[src/rtl/store_unit.sv]
// store_unit: aligns sb/sh/sw stores onto a 4-lane word memory behind a ready handshake.
// Define STORE_MISALIGN_SPLIT_EN to run misaligned stores as two beats instead of dropping them.
module store_unit #(
   parameter int DATA_WIDTH    = 32,
   parameter int ADDRESS_WIDTH = 32
) (
   input  logic                     clk,
   input  logic                     rst_n,
   input  logic                     req_valid,
   output logic                     req_ready,
   input  logic [ADDRESS_WIDTH-1:0] addr,
   input  logic [2:0]               funct3,
   input  logic [DATA_WIDTH-1:0]    wdata,
   output logic                     mem_we,
   output logic [ADDRESS_WIDTH-3:0] mem_addr,
   output logic [DATA_WIDTH-1:0]    mem_wdata,
   output logic [3:0]               mem_be,
   input  logic                     mem_ready,
   output logic                     store_err
);
   typedef enum logic [1:0] {IDLE, BEAT1, BEAT2} state_e;
   state_e                   state_q;
   logic                     mem_we_q;
   logic                     store_err_q;
   logic [ADDRESS_WIDTH-3:0] mem_addr_q;
   logic [DATA_WIDTH-1:0]    mem_wdata_q;
   logic [3:0]               mem_be_q;
   logic [1:0]               k;
   logic                     is_sb;
   logic                     legal;
   logic                     misaligned;
   logic                     go;
   logic [3:0]               mask;
   logic [3:0]               be1;
   logic [DATA_WIDTH-1:0]    data1;
   assign k          = addr[1:0];
   assign is_sb      = funct3 == 3'b000;
   assign legal      = !funct3[2] && funct3[1:0] != 2'b11;
   assign misaligned = (funct3 == 3'b001 && k == 2'd3) || (funct3 == 3'b010 && k != 2'd0);
   assign mask       = is_sb ? 4'b0001 : funct3 == 3'b001 ? 4'b0011 : 4'b1111;
   assign be1        = mask << k;
   assign data1      = is_sb ? {4{wdata[7:0]}} : wdata << {k, 3'b000};
`ifdef STORE_MISALIGN_SPLIT_EN
   logic                  split_q;
   logic [3:0]            be2_q;
   logic [DATA_WIDTH-1:0] data2_q;
   logic [3:0]            be2;
   logic [DATA_WIDTH-1:0] data2;
   // Upper half of the lane-shifted store, landing in the next word.
   assign be2   = mask >> (3'd4 - {1'b0, k});
   assign data2 = wdata >> (6'd32 - {1'b0, k, 3'b000});
   assign go    = legal;
`else
   assign go    = legal && !misaligned;
`endif
   always_ff @(posedge clk or negedge rst_n) begin
      if (!rst_n) begin
         state_q     <= IDLE;
         mem_we_q    <= 1'b0;
         mem_addr_q  <= '0;
         mem_wdata_q <= '0;
         mem_be_q    <= 4'b0;
         store_err_q <= 1'b0;
`ifdef STORE_MISALIGN_SPLIT_EN
         split_q     <= 1'b0;
         be2_q       <= 4'b0;
         data2_q     <= '0;
`endif
      end else begin
         store_err_q <= 1'b0;
         case (state_q)
            IDLE: if (req_valid) begin
               if (go) begin
                  state_q     <= BEAT1;
                  mem_we_q    <= 1'b1;
                  mem_addr_q  <= addr[ADDRESS_WIDTH-1:2];
                  mem_be_q    <= be1;
                  mem_wdata_q <= data1;
`ifdef STORE_MISALIGN_SPLIT_EN
                  split_q     <= misaligned;
                  be2_q       <= be2;
                  data2_q     <= data2;
`endif
               end else begin
                  store_err_q <= 1'b1;
               end
            end
            BEAT1: if (mem_ready) begin
`ifdef STORE_MISALIGN_SPLIT_EN
               if (split_q) begin
                  state_q     <= BEAT2;
                  mem_addr_q  <= mem_addr_q + {{(ADDRESS_WIDTH-3){1'b0}}, 1'b1};
                  mem_be_q    <= be2_q;
                  mem_wdata_q <= data2_q;
               end else begin
                  state_q  <= IDLE;
                  mem_we_q <= 1'b0;
                  mem_be_q <= 4'b0;
               end
`else
               state_q  <= IDLE;
               mem_we_q <= 1'b0;
               mem_be_q <= 4'b0;
`endif
            end
`ifdef STORE_MISALIGN_SPLIT_EN
            BEAT2: if (mem_ready) begin
               state_q  <= IDLE;
               mem_we_q <= 1'b0;
               mem_be_q <= 4'b0;
            end
`endif
            default: begin
               state_q  <= IDLE;
               mem_we_q <= 1'b0;
               mem_be_q <= 4'b0;
            end
         endcase
      end
   end
   assign req_ready = state_q == IDLE;
   assign mem_we    = mem_we_q;
   assign mem_addr  = mem_addr_q;
   assign mem_wdata = mem_wdata_q;
   assign mem_be    = mem_be_q;
   assign store_err = store_err_q;
endmodule

[config.mk]
export PLATFORM = sky130hd
export DESIGN_NAME = store_unit
export DESIGN_NICKNAME = d
export VERILOG_FILES = /design/src/rtl/store_unit.sv
export SDC_FILE = /design/constraint.sdc
export NUM_CORES = 1
export LEC_CHECK = 0
export BUFFER_PORTS_ARGS = -buffer_cell sky130_fd_sc_hd__buf_2
export CORE_ASPECT_RATIO = 0.7
export CORE_MARGIN = 2
export CORE_UTILIZATION = 34
export CTS_BUF_LIST = sky130_fd_sc_hd__clkbuf_2 sky130_fd_sc_hd__clkbuf_4 sky130_fd_sc_hd__clkbuf_8
export DETAILED_ROUTE_END_ITERATION = 10
export GPL_TIMING_DRIVEN = 0
export PLACE_DENSITY_LB_ADDON = 0.15
export SLEW_MARGIN = 40
export SYNTH_ARGS = -nofsm -noshare
export SYNTH_HDL_FRONTEND = slang
export SYNTH_SLANG_ARGS = --single-unit
[constraint.sdc]
create_clock -name clk -period 1.4 [get_ports clk]
set_clock_uncertainty 0.05 [all_clocks]
set_input_delay 0.14 -clock clk [delete_from_list [all_inputs] [get_ports clk]]
set_output_delay 0.14 -clock clk [all_outputs]
set_load 0.005 [all_outputs]
==> out/qor.csv <==
metric,value,unit
grt_max_degree,38,
timing.reg2reg.worst_path_depth,5,
holdCritStartpoint,wdata[12],
worst_hold_path.num_cells,3,
via_count,3137,
worst_setup_path_start_kind,flop,
io_pins,140,
tightest_slew,870.2,ps
setup_ws,-93.67,ps
postSynthNetCount,403,
antenna_left,0,
critical_register_to_register_path_endpoint,mem_wdata[16]$_DFFE_PN0P_,
fp.dieArea,10130,um^2
drt_pre_antenna_iters,4,
finalWorstPathRequiredPeriod,1494,ps
ff2ff_setup_slack,-90,ps
finalSetupViolCount,64,
r2r_start,mem_we$_DFFE_PN0P_,
chipWidth,119.4,um
timing.critical_path.fanout_max,10,
final_net_count,588,
result_of_the_run,"finished, violations left",
grt.total_usage,21.57,%
failed_checks,negative setup slack,
vias_in_the_first_global_route,3255,
grt_util_met1,30.04,%
layout.filler_cells,860,
initial_core_util,34.95,%
global_route_wire_length_before_repair,16770,um
gp_congestion,0.8634,
ys_types,25,
grt.met2_usage,32.76,%
post_synth_instance_area,3171,um^2
detailed_route_wl,10230,um
yosys.area.top_type_share,53.67,%
crit_required,1590,ps
number_of_buffers_created_by_cts,9,
routedWlPerCell,15.84,um
ys_seq_elements,68,
timing.hold.worst_endpoint,mem_wdata[12]$_DFFE_PN0P_,
portBuffers,137,
min_path_type,input pin to flop,
busiest_layer,met2,
antenna_found_initial,0,
yosys.cell_count.top_type,sky130_fd_sc_hd__nand2_1,
yosysWarnings,0,
die_h,84.80,um
peakVddDrop,0.6764,mV
vias_per_cell,4.856,
max_freq,0.6695,GHz
post-place-cells,594,
synthCells,332,
tritoncts_clock_tree,built,
cts.htree.levels,3,
grt_setup_unrepaired,yes,
crit_path_end_kind,flop,
cts.sinks,68,
detailedPlace.worstSlack,-333.0,ps
post_layout_nonfiller_instances,646,
first_iter_violations,130,
max_cap_viol_count,0,
synth_edf_count,0,
worstPathArrival,1680,ps
final_layout_size_suffix_gt1_share,41.76,%
clock_latency_on_the_worst_skew_pair,350,ps
antenna-diode-count,0,
cts_max_path_buffers,2,
synth.yosys.seq_area_share,53.67,%
synth.largest_area_cell,sky130_fd_sc_hd__dfrtp_1,
hold_viol_final,0,
route.detailed.drc,0,
worst_setup_hold_path_clk_slew,80,ps
yosys-top-cells-area,"sky130_fd_sc_hd__dfrtp_1, sky130_fd_sc_hd__nand2_1, sky130_fd_sc_hd__mux4_2",
synth_async_sr_flop_share,100.0,%
post_synthesis_to_final_layout_area_growth,52.96,%
maxSlewHeadroom,41.98,%
crit_path_category,flop to flop,
postSynth.topFlopCell,sky130_fd_sc_hd__dfrtp_1,
post_synth.cell_area_avg,9.550,um^2
fin_tns_setup,-2336,ps
clock-root-buffer,sky130_fd_sc_hd__clkbuf_8,
grt.overflow.total,0,
p_leak,2.479,nW
slew_viol_final,0,
grt_use_met3,6.182,%
power.density_cell_area,1262,nW/um^2
fp-row-count,29,
post-route-period-util,106.7,%
coreArea,9071,um^2
top_cell_types_by_occurrence_after_synthesis,"sky130_fd_sc_hd__nand2_1, sky130_fd_sc_hd__dfrtp_1, sky130_fd_sc_hd__nor2_1",
dp.final_hpwl,7095,um
==> cell families (layout without fill, tap and decap cells) <==
family	Yosys count	count (layout)	share of synthesized area [%]
and+or+nand+nor	177	177	22.69
muxes	16	16	8.524
AOI/OAI and AO/OA	48	48	10.85
DFF	68	68	53.67
buffers and inverters	23	213	4.262
==> registers in the layout, summed over array words and instances, names as in the netlist <==
name,cells
mem_be,4
mem_we,1
mem_wdata,32
mem_addr,30
store_err,1
==> routing by layer <==
metal,routed length (um),vias up
met5,0,-
met2,4409,121
met3,826,17
met4,197,0
li1,-,1502
met1,4799,1497
==> worst max-delay path: stages, from the launching register on <==
cell	delay, ps
sky130_fd_sc_hd__dfrtp_2	420
sky130_fd_sc_hd__nor3b_4	240
sky130_fd_sc_hd__o211ai_4	160
sky130_fd_sc_hd__buf_6	190
sky130_fd_sc_hd__a221oi_4	230
sky130_fd_sc_hd__nor2_1	80
==> final cells by class <==
cell class | count | area [um^2] | share of cell area [%]
plain buffers | 20 | 175.2 | 3.612
clock buffers | 11 | 145.1 | 2.993
clock inverters | 5 | 85.08 | 1.754
inverters | 3 | 11.26 | 0.2322
multi-input cells | 241 | 1506 | 31.06
flip-flops and latches | 68 | 1703 | 35.11
well taps | 124 | 155.1 | 3.199
repair buffers | 174 | 1069 | 22.03
==> through the flow <==
step                area, um^2  power [W]  hold WS [ps]  utilization [%]
floorplan                 3171   0.003327        -205.6                -
global placement          4011   0.004099         280.5            44.22
detailed placement        4038   0.004146        -8.335            44.51
CTS                       4816   0.006182         10.15            53.09
global route              4850   0.006543         11.93            53.46
finish                    4850   0.006122         21.82            53.46
==> timing repair <==
action,CTS,global route
hold buffers,33,0
hold endpoints to repair,101,0
resized for setup,38,5
setup buffers,1,0
endpoints found under the setup margin,67,68
cloned,2,0
pin swaps,3,4
==> power by group <==
| part | internal [W] | switching, W |
|---|---|---|
| Sequential | 0.00243 | 0.000239 |
| Combinational | 0.000787 | 0.000808 |
| Clock | 0.00108 | 0.000784 |
==> how the worst max path moves through the flow <==
stage / startpoint / endpoint / slack [ps] / cells after the start
final: mem_we$_DFFE_PN0P_ / mem_wdata[16]$_DFFE_PN0P_ / -90 / 5
after global routing: mem_we$_DFFE_PN0P_ / mem_wdata[17]$_DFFE_PN0P_ / -190 / 5
after CTS: mem_we$_DFFE_PN0P_ / mem_wdata[30]$_DFFE_PN0P_ / -120 / 6
after detailed placement: mem_we$_DFFE_PN0P_ / mem_wdata[17]$_DFFE_PN0P_ / -330 / 5
after floorplan: mem_we$_DFFE_PN0P_ / mem_wdata[16]$_DFFE_PN0P_ / 40 / 5
after global placement: funct3[0] / mem_wdata[17]$_DFFE_PN0P_ / -300 / 5
==> layout by cell type, fill, tap and decap left out <==
cell type / netlist / final
sky130_fd_sc_hd__dfrtp_1: 68 / 67
sky130_fd_sc_hd__buf_4: 10 / 7
sky130_fd_sc_hd__inv_1: 3 / 2
sky130_fd_sc_hd__a221oi_4: 0 / 6
sky130_fd_sc_hd__dfrtp_2: 0 / 1
sky130_fd_sc_hd__clkbuf_8: 0 / 10
sky130_fd_sc_hd__o21ai_2: 3 / 3
sky130_fd_sc_hd__dlygate4sd3_1: 0 / 33
sky130_fd_sc_hd__nor2_2: 0 / 1
sky130_fd_sc_hd__mux4_2: 8 / 8
sky130_fd_sc_hd__mux2_2: 8 / 8
sky130_fd_sc_hd__buf_6: 0 / 10
sky130_fd_sc_hd__nor4b_1: 1 / 1
sky130_fd_sc_hd__a21oi_1: 18 / 18
sky130_fd_sc_hd__o21ai_0: 3 / 3
sky130_fd_sc_hd__buf_12: 0 / 1
sky130_fd_sc_hd__o211ai_4: 0 / 1
sky130_fd_sc_hd__nand2_1: 116 / 116
sky130_fd_sc_hd__o211a_1: 2 / 2
sky130_fd_sc_hd__bufinv_16: 0 / 2
sky130_fd_sc_hd__inv_2: 0 / 1
sky130_fd_sc_hd__or3_4: 1 / 1
sky130_fd_sc_hd__nor2_1: 45 / 44
sky130_fd_sc_hd__buf_2: 9 / 141
sky130_fd_sc_hd__nand2b_1: 1 / 1
sky130_fd_sc_hd__a221oi_2: 0 / 7
sky130_fd_sc_hd__clkinvlp_4: 0 / 1
sky130_fd_sc_hd__nor3b_4: 0 / 1
sky130_fd_sc_hd__a21oi_2: 1 / 1
sky130_fd_sc_hd__nand3_1: 10 / 10
sky130_fd_sc_hd__clkinv_4: 0 / 2
sky130_fd_sc_hd__a211oi_1: 1 / 1
sky130_fd_sc_hd__buf_8: 0 / 1
sky130_fd_sc_hd__o31ai_1: 2 / 2
sky130_fd_sc_hd__a221oi_1: 17 / 4
sky130_fd_sc_hd__nor3_4: 1 / 2
sky130_fd_sc_hd__clkbuf_4: 0 / 2
(Power assumes the default switching activity.)
